===== src/rtl/tone_pkg.sv =====
// Shared types and default parameter values for the tone sequencer slice.
package tone_pkg;

  typedef enum logic [1:0] {
    ST_IDLE,
    ST_PLAY,
    ST_GAP
  } state_e;

  localparam int unsigned DEF_TONE_W       = 52;
  localparam int unsigned DEF_DUR_W        = 24;
  localparam int unsigned DEF_SHORT_CYCLES = 4;
  localparam int unsigned DEF_LONG_CYCLES  = 10;
  localparam int unsigned DEF_GAP_CYCLES   = 2;
  localparam int unsigned DEF_FIFO_DEPTH   = 4;
  localparam int unsigned DEF_DEFAULT_TONE = 32000;

  // Queue entry layout at the default tone width.
  typedef struct packed {
    logic                  is_long;
    logic [DEF_TONE_W-1:0] tone;
  } tone_entry_t;

endpackage


===== src/rtl/tone_fifo.sv =====
// Synchronous FIFO with count-based full/empty; a push into a full FIFO is
// accepted when a pop happens on the same edge.
module tone_fifo #(
  parameter int unsigned DEPTH = 4,
  parameter int unsigned WIDTH = 8
) (
  input  logic             clk,
  input  logic             reset,
  input  logic             i_push,
  input  logic             i_pop,
  input  logic [WIDTH-1:0] i_wr_data,
  output logic [WIDTH-1:0] o_rd_data,
  output logic             o_full,
  output logic             o_empty
);

  localparam int unsigned AW = $clog2(DEPTH);
  localparam int unsigned CW = $clog2(DEPTH + 1);

  logic [WIDTH-1:0] r_mem [DEPTH];
  logic [AW-1:0]    r_wr_ptr;
  logic [AW-1:0]    r_rd_ptr;
  logic [CW-1:0]    r_count;
  logic             w_do_push;
  logic             w_do_pop;

  assign o_full    = (r_count == CW'(DEPTH));
  assign o_empty   = (r_count == '0);
  assign w_do_pop  = i_pop && !o_empty;
  assign w_do_push = i_push && (!o_full || w_do_pop);
  assign o_rd_data = r_mem[r_rd_ptr];

  always_ff @(posedge clk) begin
    if (reset) begin
      r_wr_ptr <= '0;
      r_rd_ptr <= '0;
      r_count  <= '0;
    end else begin
      if (w_do_push) r_wr_ptr <= r_wr_ptr + 1'b1;
      if (w_do_pop)  r_rd_ptr <= r_rd_ptr + 1'b1;
      if (w_do_push && !w_do_pop)      r_count <= r_count + 1'b1;
      else if (!w_do_push && w_do_pop) r_count <= r_count - 1'b1;
    end
  end

  always_ff @(posedge clk) begin
    if (w_do_push) r_mem[r_wr_ptr] <= i_wr_data;
  end

endmodule


===== src/rtl/tone_sequencer.sv =====
// Queued short/long beep generator: plays each FIFO entry for a fixed number
// of cycles, then a silent gap, driving the tone word and sound strobe.
module tone_sequencer
  import tone_pkg::*;
#(
  parameter int unsigned TONE_W       = DEF_TONE_W,
  parameter int unsigned DUR_W        = DEF_DUR_W,
  parameter int unsigned SHORT_CYCLES = DEF_SHORT_CYCLES,
  parameter int unsigned LONG_CYCLES  = DEF_LONG_CYCLES,
  parameter int unsigned GAP_CYCLES   = DEF_GAP_CYCLES,
  parameter int unsigned FIFO_DEPTH   = DEF_FIFO_DEPTH,
  parameter logic [TONE_W-1:0] DEFAULT_TONE = TONE_W'(DEF_DEFAULT_TONE)
) (
  input  logic              clk,
  input  logic              reset,
  input  logic              enable,
  input  logic              short_req,
  input  logic              long_req,
  input  logic              tone_load,
  input  logic [TONE_W-1:0] tone_in,
  output logic              s_enable,
  output logic [TONE_W-1:0] sonido,
  output logic              busy,
  output logic              full,
  output logic              dropped
);

  // Same layout as tone_entry_t, sized by TONE_W.
  typedef struct packed {
    logic              is_long;
    logic [TONE_W-1:0] tone;
  } entry_t;

  localparam logic [DUR_W-1:0] SHORT_LOAD = DUR_W'(SHORT_CYCLES - 1);
  localparam logic [DUR_W-1:0] LONG_LOAD  = DUR_W'(LONG_CYCLES - 1);
  localparam logic [DUR_W-1:0] GAP_LOAD   = (GAP_CYCLES > 0) ? DUR_W'(GAP_CYCLES - 1) : '0;

  state_e            r_state, w_state_nx;
  logic [DUR_W-1:0]  r_cnt, w_cnt_nx;
  logic [TONE_W-1:0] r_tone;
  logic [TONE_W-1:0] r_play_tone, w_play_tone_nx;
  logic              r_s_enable, r_busy, r_dropped;
  logic [TONE_W-1:0] r_sonido;

  logic   w_req, w_push, w_pop, w_full, w_empty;
  entry_t w_push_entry, w_head;
  logic [TONE_W:0] w_rd_data;

  assign w_req                = short_req | long_req;
  assign w_push               = enable && w_req;
  assign w_push_entry.is_long = long_req;
  assign w_push_entry.tone    = tone_load ? tone_in : r_tone;
  assign w_head               = entry_t'(w_rd_data);

  tone_fifo #(
    .DEPTH (FIFO_DEPTH),
    .WIDTH (TONE_W + 1)
  ) u_fifo (
    .clk       (clk),
    .reset     (reset),
    .i_push    (w_push),
    .i_pop     (w_pop),
    .i_wr_data (w_push_entry),
    .o_rd_data (w_rd_data),
    .o_full    (w_full),
    .o_empty   (w_empty)
  );

  always_comb begin
    w_state_nx     = r_state;
    w_cnt_nx       = r_cnt;
    w_play_tone_nx = r_play_tone;
    w_pop          = 1'b0;
    if (enable) begin
      unique case (r_state)
        ST_IDLE: begin
          if (!w_empty) begin
            w_pop          = 1'b1;
            w_state_nx     = ST_PLAY;
            w_cnt_nx       = w_head.is_long ? LONG_LOAD : SHORT_LOAD;
            w_play_tone_nx = w_head.tone;
          end
        end
        // A zero-length gap folds the end-of-gap decision into the last PLAY cycle.
        ST_PLAY, ST_GAP: begin
          if (r_cnt != '0) begin
            w_cnt_nx = r_cnt - 1'b1;
          end else if (r_state == ST_PLAY && GAP_CYCLES > 0) begin
            w_state_nx = ST_GAP;
            w_cnt_nx   = GAP_LOAD;
          end else if (!w_empty) begin
            w_pop          = 1'b1;
            w_state_nx     = ST_PLAY;
            w_cnt_nx       = w_head.is_long ? LONG_LOAD : SHORT_LOAD;
            w_play_tone_nx = w_head.tone;
          end else begin
            w_state_nx = ST_IDLE;
          end
        end
        default: w_state_nx = ST_IDLE;
      endcase
    end
  end

  always_ff @(posedge clk) begin
    if (reset) begin
      r_state     <= ST_IDLE;
      r_cnt       <= '0;
      r_play_tone <= '0;
    end else begin
      r_state     <= w_state_nx;
      r_cnt       <= w_cnt_nx;
      r_play_tone <= w_play_tone_nx;
    end
  end

  always_ff @(posedge clk) begin
    if (reset) begin
      r_tone     <= DEFAULT_TONE;
      r_s_enable <= 1'b0;
      r_sonido   <= '0;
      r_busy     <= 1'b0;
      r_dropped  <= 1'b0;
    end else begin
      if (tone_load) r_tone <= tone_in;
      r_s_enable <= enable && (r_state == ST_PLAY);
      r_sonido   <= (enable && (r_state == ST_PLAY)) ? r_play_tone : '0;
      r_busy     <= (r_state != ST_IDLE) || !w_empty;
      r_dropped  <= enable && w_req && w_full && !w_pop;
    end
  end

  assign s_enable = r_s_enable;
  assign sonido   = r_sonido;
  assign busy     = r_busy;
  assign full     = w_full;
  assign dropped  = r_dropped;

endmodule


===== config.mk =====
export PLATFORM = sky130hd
export DESIGN_NAME = tone_sequencer
export DESIGN_NICKNAME = d
export VERILOG_FILES = /design/src/rtl/tone_pkg.sv /design/src/rtl/tone_fifo.sv /design/src/rtl/tone_sequencer.sv
export SDC_FILE = /design/constraint.sdc
export NUM_CORES = 1
export LEC_CHECK = 0
export BUFFER_PORTS_ARGS = -buffer_cell sky130_fd_sc_hd__buf_2
export CAP_MARGIN = 5
export CORE_ASPECT_RATIO = 0.9
export CORE_MARGIN = 3
export CORE_UTILIZATION = 55
export CTS_BUF_LIST = sky130_fd_sc_hd__clkbuf_8
export CTS_CLUSTER_SIZE = 8
export DETAILED_ROUTE_END_ITERATION = 16
export GPL_TIMING_DRIVEN = 1
export PLACE_DENSITY = 0.78
export SLEW_MARGIN = 0
export SYNTH_ARGS = -nofsm -noshare
export SYNTH_HDL_FRONTEND = slang
export SYNTH_SLANG_ARGS = --single-unit

===== constraint.sdc =====
create_clock -name clk -period 3.3 [get_ports clk]
set_input_delay 0.165 -clock clk [delete_from_list [all_inputs] [get_ports clk]]
set_output_delay 0.165 -clock clk [all_outputs]
set_load 0.03 [all_outputs]

# Yosys cells after proc, flatten, opt, wreduce, memory -nomap -nowiden
# Memories as Yosys holds them, arrays and structs flattened. A register that Yosys moved wholly into a read port is not among the register bits.
# Index checks and enable logic that the tools add are counted.
# op_classes
eq_ne,6
reduce_logical,26
bitwise,2
mux,26
addsub,5
# op_table
op,count
2-to-1 mux 52 bit,4
one-hot mux 52 bit (2 select lines),1
2-to-1 mux 24 bit,3
one-hot mux 24 bit (2 select lines),1
nonzero test 24 bit,1
"subtractor 24 x 1 -> 24 bit, second input constant",1
2-to-1 mux 2 bit,5
logical AND 1 bit,8
2-to-1 mux 1 bit,7
2-to-1 mux 3 bit,2
"!= test 2 bit, second input constant",3
nonzero test 2 bit,3
logical NOT 1 bit,5
"adder 2 x 1 -> 2 bit, second input constant",2
2-to-1 mux 4 bit,1
one-hot mux 2 bit (2 select lines),1
AND reduction 4 bit,1
OR reduction 2 bit,2
"adder 3 x 1 -> 3 bit, second input constant",1
"== test 3 bit, second input constant",1
logical NOT 3 bit,1
AND reduction 3 bit,1
"subtractor 3 x 1 -> 3 bit, second input constant",1
"== test 2 x 1 -> 1 bit, second input constant",1
7 further kinds,8
# word_totals
n_memories,1
ramBits,212
inputBits,58
regBits,192
output_inout_bits,56
# memory_table
memory,words,word_bits,read_ports,rd_ports_with_merged_regs,write_ports,line_no,source
u_fifo.r_mem,4,53,1,1,1,tone_fifo.sv:20,logic [WIDTH-1:0] r_mem [DEPTH];

# Depth between registers and ports, before layout
# Gate-level depths: netlist (run 1).
# depth
depth_word,13
mapped_depth,13
mapped_depth_nobuf,12

# Modules after synthesis
# From an unflattened synthesis (run 1), not the netlist that was laid out.
# unflattened
cells_unflattened,1042
area_unflattened_um2,15401.0
# modules_own_cells
mod,instances,area_per_inst_um2,seq_area_each_um2,cells_per_inst
tone_fifo,1,8182.8,6546.3,325
tone_sequencer,1,7218.2,3703.6,717

# Worst setup path before layout (run 1)
# No wires, ideal clock.
# synth_path
path_kind,reg2reg
startpoint,register r_state[0]
endpoint,memory u_fifo.r_mem[2][0] (netlist bit) (enable)
path_stages_with_launch,9
path_slack_ps,-92
required_time_ps,2884
t_arrival_ps,2975
setup_ps,416
period_less_slack_ps,3392
n_path_buf,1
cell_sequence,dfxtp_1 inv_1 ha_1 clkbuf_1 inv_1 nor3_1 nand2_1 o21ai_2 and2_1
# synth_between
elab_chain_cells,10
elab_cells_between_ends,13
classes_between,eq/ne: 2; mux: 6; reduce/logical: 5
# synth_lines
element,line_no,source
from (decl),tone_sequencer.sv:38,"state_e r_state, w_state_nx;"
from (signal assigned),tone_sequencer.sv:111,r_state <= w_state_nx;
== test 2 x 1 -> 1 bit,"tone_sequencer.sv:75, tone_sequencer.sv:88",
2-to-1 mux 1 bit,tone_sequencer.sv:88,end else if (r_state == ST_PLAY && GAP_CYCLES > 0) begin
2-to-1 mux 1 bit,tone_sequencer.sv:86,if (r_cnt != '0) begin
one-hot mux 1 bit (2 select lines) (*),tone_sequencer.sv:75,unique case (r_state)
2-to-1 mux 1 bit (*),tone_sequencer.sv:74,if (enable) begin
logical AND 1 bit (*),tone_fifo.sv:29,assign w_do_pop = i_pop && !o_empty;
logical OR 1 bit (*),tone_fifo.sv:30,assign w_do_push = i_push && (!o_full || w_do_pop);
logical AND 1 bit (*),tone_fifo.sv:30,
2-to-1 mux 1 bit (*),tone_fifo.sv:47,if (w_do_push) r_mem[r_wr_ptr] <= i_wr_data;
2-to-1 mux 1 bit (implied by the code) (*),tone_fifo.sv:47,
to (decl),tone_fifo.sv:20,
# Every way passes the cells marked *; elsewhere a longest branch is shown, timed or not.

# Final worst setup path (run 1)
# layout_path
startpoint,register r_cnt[10]
endpoint,register u_fifo.r_count[2]
# layout_between
elab_chain_cells,10
elab_cells_between_ends,13
classes_between,mux: 4; reduce/logical: 9
# layout_lines
element,line_no,source
from (decl),tone_sequencer.sv:39,"logic [DUR_W-1:0] r_cnt, w_cnt_nx;"
from (signal assigned),tone_sequencer.sv:112,r_cnt <= w_cnt_nx;
nonzero test 24 bit (*),tone_sequencer.sv:86,
2-to-1 mux 1 bit (*),tone_sequencer.sv:86,
one-hot mux 1 bit (2 select lines) (*),tone_sequencer.sv:75,
2-to-1 mux 1 bit (*),tone_sequencer.sv:74,
logical AND 1 bit (*),tone_fifo.sv:29,
logical OR 1 bit,tone_fifo.sv:30,
logical AND 1 bit,tone_fifo.sv:30,
logical NOT 1 bit,tone_fifo.sv:42,else if (!w_do_push && w_do_pop) r_count <= r_count - 1'b1;
logical AND 1 bit,tone_fifo.sv:42,
nonzero test 2 bit (no source line),-,
to (signal assigned),tone_fifo.sv:41,if (w_do_push && !w_do_pop) r_count <= r_count + 1'b1;
to (signal assigned),tone_fifo.sv:42,
to (decl),tone_fifo.sv:23,logic [CW-1:0] r_count;
# Marked as above.
# A chain may end at the register's enable or synchronous reset.

==> flow_summary.ini, run 1 <==
[worst_setup_path]
slowest_stage = nor4_2
worstRegToRegCells = 10
endpoint_kind = flop
start_kind = flop
crit_fanout = 8
required_ns = 3.81
worstPathCellList = nor4_2 -> and4_1 -> nand2_1 -> o21ai_2 -> ha_1 -> inv_1 -> fa_1 -> xor2_1 -> or3_1 -> a21oi_1
reg2reg_from = r_cnt[10]$_SDFFE_PP0P_
path_class = reg -> reg
ff2ff_setup_slack_ns = 0.26
arrival_ns = 3.55
crit_start = r_cnt[10]$_SDFFE_PP0P_
worstReg2RegEnd = u_fifo.r_count[2]$_SDFFE_PP0P_
cp_slowest_stage_delay_ns = 0.48

[floorplan]
die-area_sq_um = 29800
core_area_sq_um = 27200
io_pins = 114
die_y_um = 164
core.rowCount = 57
die-width_um = 182
start_util_pct = 56.2

[logic_synthesis]
synth_nets = 1153
synthArstFlopShare_pct = 0
yosysSeqAreaShare_pct = 67.1
synthesis.instances = 1083
synth_warnings = 0
syn_area_sq_um = 15300
ys_seq_elements = 406
synth_cell_type_count = 57
synth-main-ff-cell = edfxtp_1
synth-edff-count = 212
syn_avg_cell_area_sq_um = 14.1

[timing]
slew_headroom_pct = 27.3
finalSetupViolations = 0
report.final.slew_viol_count = 0
hold_viol = 0
setup_tns_ns = 0
finalCriticalPeriod_ns = 3.04
timing.final.crit_share_pct = 92.2
worstMarginPinSlew_ns = 1.09
skew_ns = 0.0172
fmax_ghz = 0.329
rsz0062_at_grt = no
postLayoutSetupSlackWorst_ns = 0.259

[clocking]
ctsRootBufferMaster = clkbuf_8
postCtsResizedCells = 0
clock_latency_ns = 0.61
clk_pin_slew_ns = 0.07
h-tree-depth = 2
numCtsBuffers = 61
tritoncts = built
post_cts_buffers = 0
max-clock-path-buffers = 3
cts_sinks = 406
cts_hold_buffers = 54

[power_and_ir_drop]
peakVddDrop_mv = 0.470
power_density_nw_per_um2 = 791
power_leakage_nw = 6.87

[final_layout]
final_cells = 1674
drive_gt1_share_pct = 26.4
nNetsFinal = 1339
fillers = 1874
antenna_cells = 0
synthToLayoutAreaGrowth_pct = 18.4

[placed_design]
routabilityCongestion = 0.853
dp_hpwl_mm = 19.7
portBuffers = 113
pre_cts_ws_ns = 0.366
dp_cells = 1506

[status]
status = complete, no violations

[hold_path]
hold_start = enable
whs_path_depth = 3
min_to = r_state[0]$_SDFFE_PP0P_
hp-class = in -> reg

[global_routing]
grt_pass1_vias = 9732
overflow = 0
grt_pass1_wl_mm = 52.3
antenna_found_initial = 0
gr-usage-all-layers_pct = 22.0
grt_max_degree = 86

[routing]
dr.pass1.iters = 6
antenna_left = 0
wl_mm = 32.4
drt_drc_violations_left = 0
first_iter_violations = 742
dr_total_vias = 9654
post_drt_wl_per_cell_um = 19.4
via_per_inst = 5.77

[run]
drv_cap = 0
## registers in the layout (all words and copies together), names as in the netlist, named ones only
signal	flops
busy	1
dropped	1
r_cnt	24
r_play_tone	52
r_state	2
r_tone	52
s_enable	1
sonido	52
u_fifo.r_count	3
u_fifo.r_mem	212
u_fifo.r_rd_ptr	2
u_fifo.r_wr_ptr	2
## cells by family after synthesis
kind of cell,count (synthesis),share of synthesized area [%]
multiplexers,110,12.0
XOR/XNOR,3,0.172
AO/OA/AOI/OAI,184,6.96
flip-flops,406,67.1
buffers and inverters,94,2.33
AND/OR/NAND/NOR,274,10.4
adder cells (fa/ha/maj),12,1.03
## worst max-delay path, delay by kind of cell (launching register included)
family	cells	cell delay, ns
buffers and inverters	1	0.07
AND/OR/NAND/NOR	4	1.40
flip-flops	1	0.37
AO/OA/AOI/OAI	2	0.32
XOR/XNOR	1	0.17
adder cells (fa/ha/maj)	2	0.63
## stage by stage
step	cell area [sq um]	hold WS [ns]	util (%)	power [mW]
after floorplan	15300	0.264	-	9.12
after global placement	16400	0.452	60.3	10.4
after detailed placement	16400	0.458	60.3	10.5
after CTS	18100	0.0392	66.5	14.3
after global routing	18100	0.0795	66.5	15.1
final	18100	0.0872	66.5	14.3
## worst max-delay path by stage
| stage | cells past startpoint | endpoint |
|---|---|---|
| after floorplan | 13 | u_fifo.r_count[2]$_SDFFE_PP0P_ |
| after global placement | 10 | u_fifo.r_count[2]$_SDFFE_PP0P_ |
| after detailed placement | 10 | u_fifo.r_count[2]$_SDFFE_PP0P_ |
| after CTS | 10 | u_fifo.r_count[2]$_SDFFE_PP0P_ |
| after global routing | 10 | u_fifo.r_count[2]$_SDFFE_PP0P_ |
| final | 10 | u_fifo.r_count[2]$_SDFFE_PP0P_ |
## per-layer routing
| metal | routed length [um] | vias up | global-route usage [%] |
|---|---|---|---|
| met5 | 0 | - | 0 |
| met3 | 2200 | 56 | 3.79 |
| met2 | 15700 | 357 | 36.1 |
| li1 | - | 4476 | - |
| met4 | 798 | 0 | 7.89 |
| met1 | 13700 | 4765 | 30.0 |
## placed cells by master, fill, tap and decap left out, types with 3 or more instances in the layout
cell | netlist | final
nand4_1 | 4 | 4
or4_1 | 6 | 6
o21ai_0 | 61 | 61
edfxtp_1 | 212 | 212
nor2b_1 | 48 | 47
o21ai_1 | 4 | 3
nor2_1 | 17 | 17
nor3_1 | 14 | 14
or2_2 | 6 | 6
and2_2 | 0 | 5
nand2b_1 | 7 | 7
a41oi_1 | 3 | 3
nand2_1 | 17 | 16
a211oi_1 | 4 | 4
a211o_1 | 3 | 3
dfxtp_1 | 194 | 192
a21oi_1 | 69 | 69
or3_1 | 8 | 8
ha_1 | 11 | 10
buf_12 | 0 | 8
mux2i_1 | 3 | 3
nand3_1 | 64 | 64
mux4_2 | 53 | 53
and3_1 | 57 | 57
dlygate4sd3_1 | 0 | 54
mux2_2 | 52 | 52
o211ai_1 | 9 | 9
nor4_1 | 8 | 8
buf_4 | 0 | 26
clkbuf_8 | 0 | 68
buf_2 | 2 | 112
xor2_1 | 3 | 3
a31oi_1 | 8 | 8
o31ai_1 | 5 | 5
clkinv_1 | 0 | 3
inv_1 | 17 | 55
## power breakdown
part	switching, mW	internal (mW)
Clock	1.84	1.97
Sequential	0.373	5.88
Combinational	2.67	1.57
Total	4.88	9.42
## cell type report
cell class | instances | area (sq um) | area share [%]
Multi-Input combinational cell | 583 | 4700 | 26.0
Clock inverter | 46 | 226 | 1.25
Timing Repair Buffer | 200 | 1460 | 8.06
Sequential cell | 406 | 10300 | 56.7
Clock buffer | 68 | 936 | 5.18
Inverter | 17 | 63.8 | 0.353
Tap cell | 354 | 443 | 2.45
## cell usage after synthesis (2+ instances only)
| master | number | area share, % |
|---|---|---|
| a211o_1 | 3 | 0.17 |
| xor2_1 | 3 | 0.17 |
| o2111ai_1 | 2 | 0.11 |
| mux2_2 | 52 | 3.8 |
| a31oi_1 | 8 | 0.33 |
| a21oi_1 | 69 | 2.3 |
| nand2b_1 | 7 | 0.29 |
| a41oi_1 | 3 | 0.17 |
| buf_2 | 2 | 0.066 |
| o21a_1 | 3 | 0.15 |
| o21ai_1 | 4 | 0.13 |
| o31ai_1 | 5 | 0.25 |
| or3_1 | 8 | 0.33 |
| o21ai_0 | 61 | 2.0 |
| and2_1 | 7 | 0.29 |
| dfxtp_1 | 194 | 25 |
| or4_1 | 6 | 0.29 |
| o211ai_1 | 9 | 0.44 |
| nor3b_1 | 2 | 0.098 |
| nor3_1 | 14 | 0.46 |
| and4_1 | 2 | 0.11 |
| nand4_1 | 4 | 0.16 |
| ha_1 | 11 | 0.90 |
| a21o_1 | 2 | 0.098 |
| a211oi_1 | 4 | 0.20 |
| nand2_1 | 17 | 0.42 |
| nor2b_1 | 48 | 2.0 |
| and3_1 | 57 | 2.3 |
| mux2i_1 | 3 | 0.20 |
| mux2_1 | 2 | 0.15 |
| or2_2 | 6 | 0.25 |
| nor4_1 | 8 | 0.33 |
| nand3_1 | 64 | 2.1 |
| buf_1 | 6 | 0.15 |
| mux4_2 | 53 | 7.8 |
| nor4_2 | 2 | 0.16 |
| clkbuf_1 | 69 | 1.7 |
| inv_1 | 17 | 0.42 |
| edfxtp_1 | 212 | 42 |
| nor2_1 | 17 | 0.42 |
(Power assumes the default switching activity.)
==> run 2, diff against run 1 <==
Settings changed: ABC_AREA set to 1.
==> run 2 against run 1 <==
  * Global-route usage grew 0.54 points
  * Routed wire length grew 5.6%
  * Register-to-register slack gained 0.28 ns
  * Sequential power is essentially flat
  * Non-clock buffer count shrank 8
  * Maximum frequency grew 10%
  * Critical path depth grew 9
  * Clock skew grew 0.013 ns
  * Setup slack gained 0.28 ns
  * Power grew 0.97%
  * First-iteration DRC count grew 37%
  * Critical endpoint unchanged
==> flow_summary.ini, run 2 <==
[logic_synthesis]
synth-edff-count = 212
synth_cell_type_count = 29
syn_avg_cell_area_sq_um = 10.0
ys_top_cells_by_area = edfxtp_1 (41%), dfxtp_1 (25%), nand2_1 (6.0%), o21ai_0 (5.6%), nor2_1 (5.1%)
synth_nets = 1612
synth_warnings = 0
synth-main-ff-cell = edfxtp_1
ys_seq_elements = 406
yosys-top-cells-count = nand2_1 (248), edfxtp_1 (212), nor2_1 (210), dfxtp_1 (194), o21ai_0 (174)
synth_top_area_share_pct = 41.2
yosysMostFrequentCell = nand2_1
yosysTopAreaCell = edfxtp_1
synthesis.instances = 1542
synthArstFlopShare_pct = 0
syn_area_sq_um = 15500
yosysSeqAreaShare_pct = 66.3

[worst_setup_path]
path_class = reg -> reg
arrival_ns = 3.25
worstRegToRegCells = 19
ff2ff_setup_slack_ns = 0.54
reg2reg_from = r_cnt[0]$_SDFFE_PP0P_
worstReg2RegEnd = u_fifo.r_count[2]$_SDFFE_PP0P_
required_ns = 3.79
start_kind = flop
endpoint_kind = flop
crit_fanout = 6

[timing]
slew_headroom_pct = 26.7
hold_slack_ns = 0.114
rsz0062_at_grt = no
finalCriticalPeriod_ns = 2.76
finalSetupViolations = 0
hold_viol = 0
report.final.slew_viol_count = 0
worstMarginPinSlew_ns = 1.10
skew_ns = 0.0298
timing.final.crit_share_pct = 83.6
fmax_ghz = 0.362
postLayoutSetupSlackWorst_ns = 0.540

[routing]
dr.pass1.iters = 6
post_drt_wl_per_cell_um = 16.2
wl_mm = 34.3
via_per_inst = 5.39
drt_drc_violations_left = 0
dr_total_vias = 11400
first_iter_violations = 1020
antenna_left = 0

[clocking]
h-tree-depth = 2
cts_sinks = 406
clk_pin_slew_ns = 0.07
postCtsResizedCells = 0
post_cts_buffers = 0
clock_latency_ns = 0.62
ctsRootBufferMaster = clkbuf_8
numCtsBuffers = 61
tritoncts = built
max-clock-path-buffers = 3

[status]
status = complete, no violations

[hold_path]
min_to = r_tone[30]$_SDFF_PP0_
hp-class = in -> reg
hold_start = reset
whs_path_depth = 3

[final_layout]
largest_register_ffs = 212
synthToLayoutAreaGrowth_pct = 16.6
nNetsFinal = 1781
antenna_cells = 0
layout_common_cells = nand2_1 (248), edfxtp_1 (212), nor2_1 (206)
drive_gt1_share_pct = 13.0
top_register = u_fifo.r_mem
final_cells = 2116
final_common_cell = nand2_1
final_util_pct = 66.0

[global_routing]
overflow = 0
grt_max_degree = 107
gr-usage-all-layers_pct = 22.5
grt_pass1_wl_mm = 54.9
grt_pass1_vias = 11200
antenna_found_initial = 0

[placed_design]
portBuffers = 113
routabilityCongestion = 0.895
dp_hpwl_mm = 20.4
pre_cts_ws_ns = 0.527
dp_cells = 1947

[floorplan]
die-area_sq_um = 30100
die_y_um = 165
start_util_pct = 56.6
core.rowCount = 57
core_area_sq_um = 27300
die-width_um = 183
io_pins = 114

[power_and_ir_drop]
total_power_mw = 14.4
power_leakage_nw = 7.27
peakVddDrop_mv = 0.525
power_density_nw_per_um2 = 801

[run]
drv_cap = 0
==> run 2: cell count changes after synthesis, moves of 52 or more <==
cell     delta
nor2_1    +193
nand2_1   +231
inv_1      +89
mux2_2     -52
and3_1     -57
a21oi_1    +66
o21ai_0   +113
o22ai_1    +53
mux4_2     -53
==> run 2: kinds of logic (layout without fill, tap and decap cells) <==
group / Yosys count / in the layout / synth area share (%)
and+or+nand+nor: 538 / 538 / 14.0
adders and majority gates: 12 / 12 / 1.02
xor gates and xnor gates: 12 / 12 / 0.680
buffers and inverters: 195 / 415 / 5.14
DFF: 406 / 406 / 66.3
AOI/OAI and AO/OA: 379 / 379 / 12.8
==> run 2: worst max path at each step <==
stage	startpoint	to	slack, ns	cells past startpoint
2_1_floorplan	r_state[0]$_SDFFE_PP0P_	u_fifo.r_mem[0][0]$_DFFE_PP_	-0.17	10
3_3_place_gp	r_cnt[0]$_SDFFE_PP0P_	u_fifo.r_count[2]$_SDFFE_PP0P_	0.56	19
3_5_place_dp	r_cnt[0]$_SDFFE_PP0P_	u_fifo.r_count[2]$_SDFFE_PP0P_	0.53	19
4_1_cts	r_cnt[0]$_SDFFE_PP0P_	u_fifo.r_count[2]$_SDFFE_PP0P_	0.54	19
5_1_grt	r_cnt[0]$_SDFFE_PP0P_	u_fifo.r_count[2]$_SDFFE_PP0P_	0.22	19
6_report	r_cnt[0]$_SDFFE_PP0P_	u_fifo.r_count[2]$_SDFFE_PP0P_	0.54	19
==> run 2: timing repair <==
action	in CTS	in global routing
endpoints found under the hold margin	256	0
setup endpoints to repair	0	0
hold buffers	55	0
==> run 2: layer usage <==
metal,part of all wire (%),global-route usage (%),vias to the layer above
li1,-,-,5594
met1,44,30.6,5350
met2,47,36.6,394
met3,6.5,3.94,66
met4,2.1,8.52,0
met5,0,0,-
==> run 2: worst max-delay path: stages, from the launching register on <==
cell and delay (ns):
dfxtp_1 0.31, inv_1 0.12, ha_1 0.19, inv_1 0.04
nor2_1 0.08, nand2_1 0.07, nor2_2 0.17, nand4_1 0.11
nand2_1 0.09, nand2_1 0.13, nand2_1 0.12, nand2_1 0.08
inv_1 0.07, ha_1 0.13, inv_1 0.07, fa_1 0.43
a21oi_1 0.14, o21ai_0 0.11, o21ai_0 0.15, a21oi_1 0.05
==> run 2: report_power, final <==
group          leakage [nW]  internal (mW)  switching, mW
combinational          3.00           1.34           3.05
clock                 0.723           1.91           1.87
sequential             3.54           6.02          0.250
total                  7.27           9.28           5.16
==> run 2: area by class of cell <==
class | instances | area, sq um
clock buffers | 69 | 950
clock inverters | 45 | 193
fillers | 2059 | 9290
inverters | 109 | 410
multi-input cells | 941 | 4440
flip-flops and latches | 406 | 10300
well taps | 354 | 443
repair buffers | 192 | 1330
==> run 2: stage by stage <==
step                instance area, sq um  setup TNS [ns]
CTS                                18000               0
detailed placement                 16300               0
finish                             18000               0
floorplan                          15500          -36.46
global route                       18000               0
global placement                   16300               0
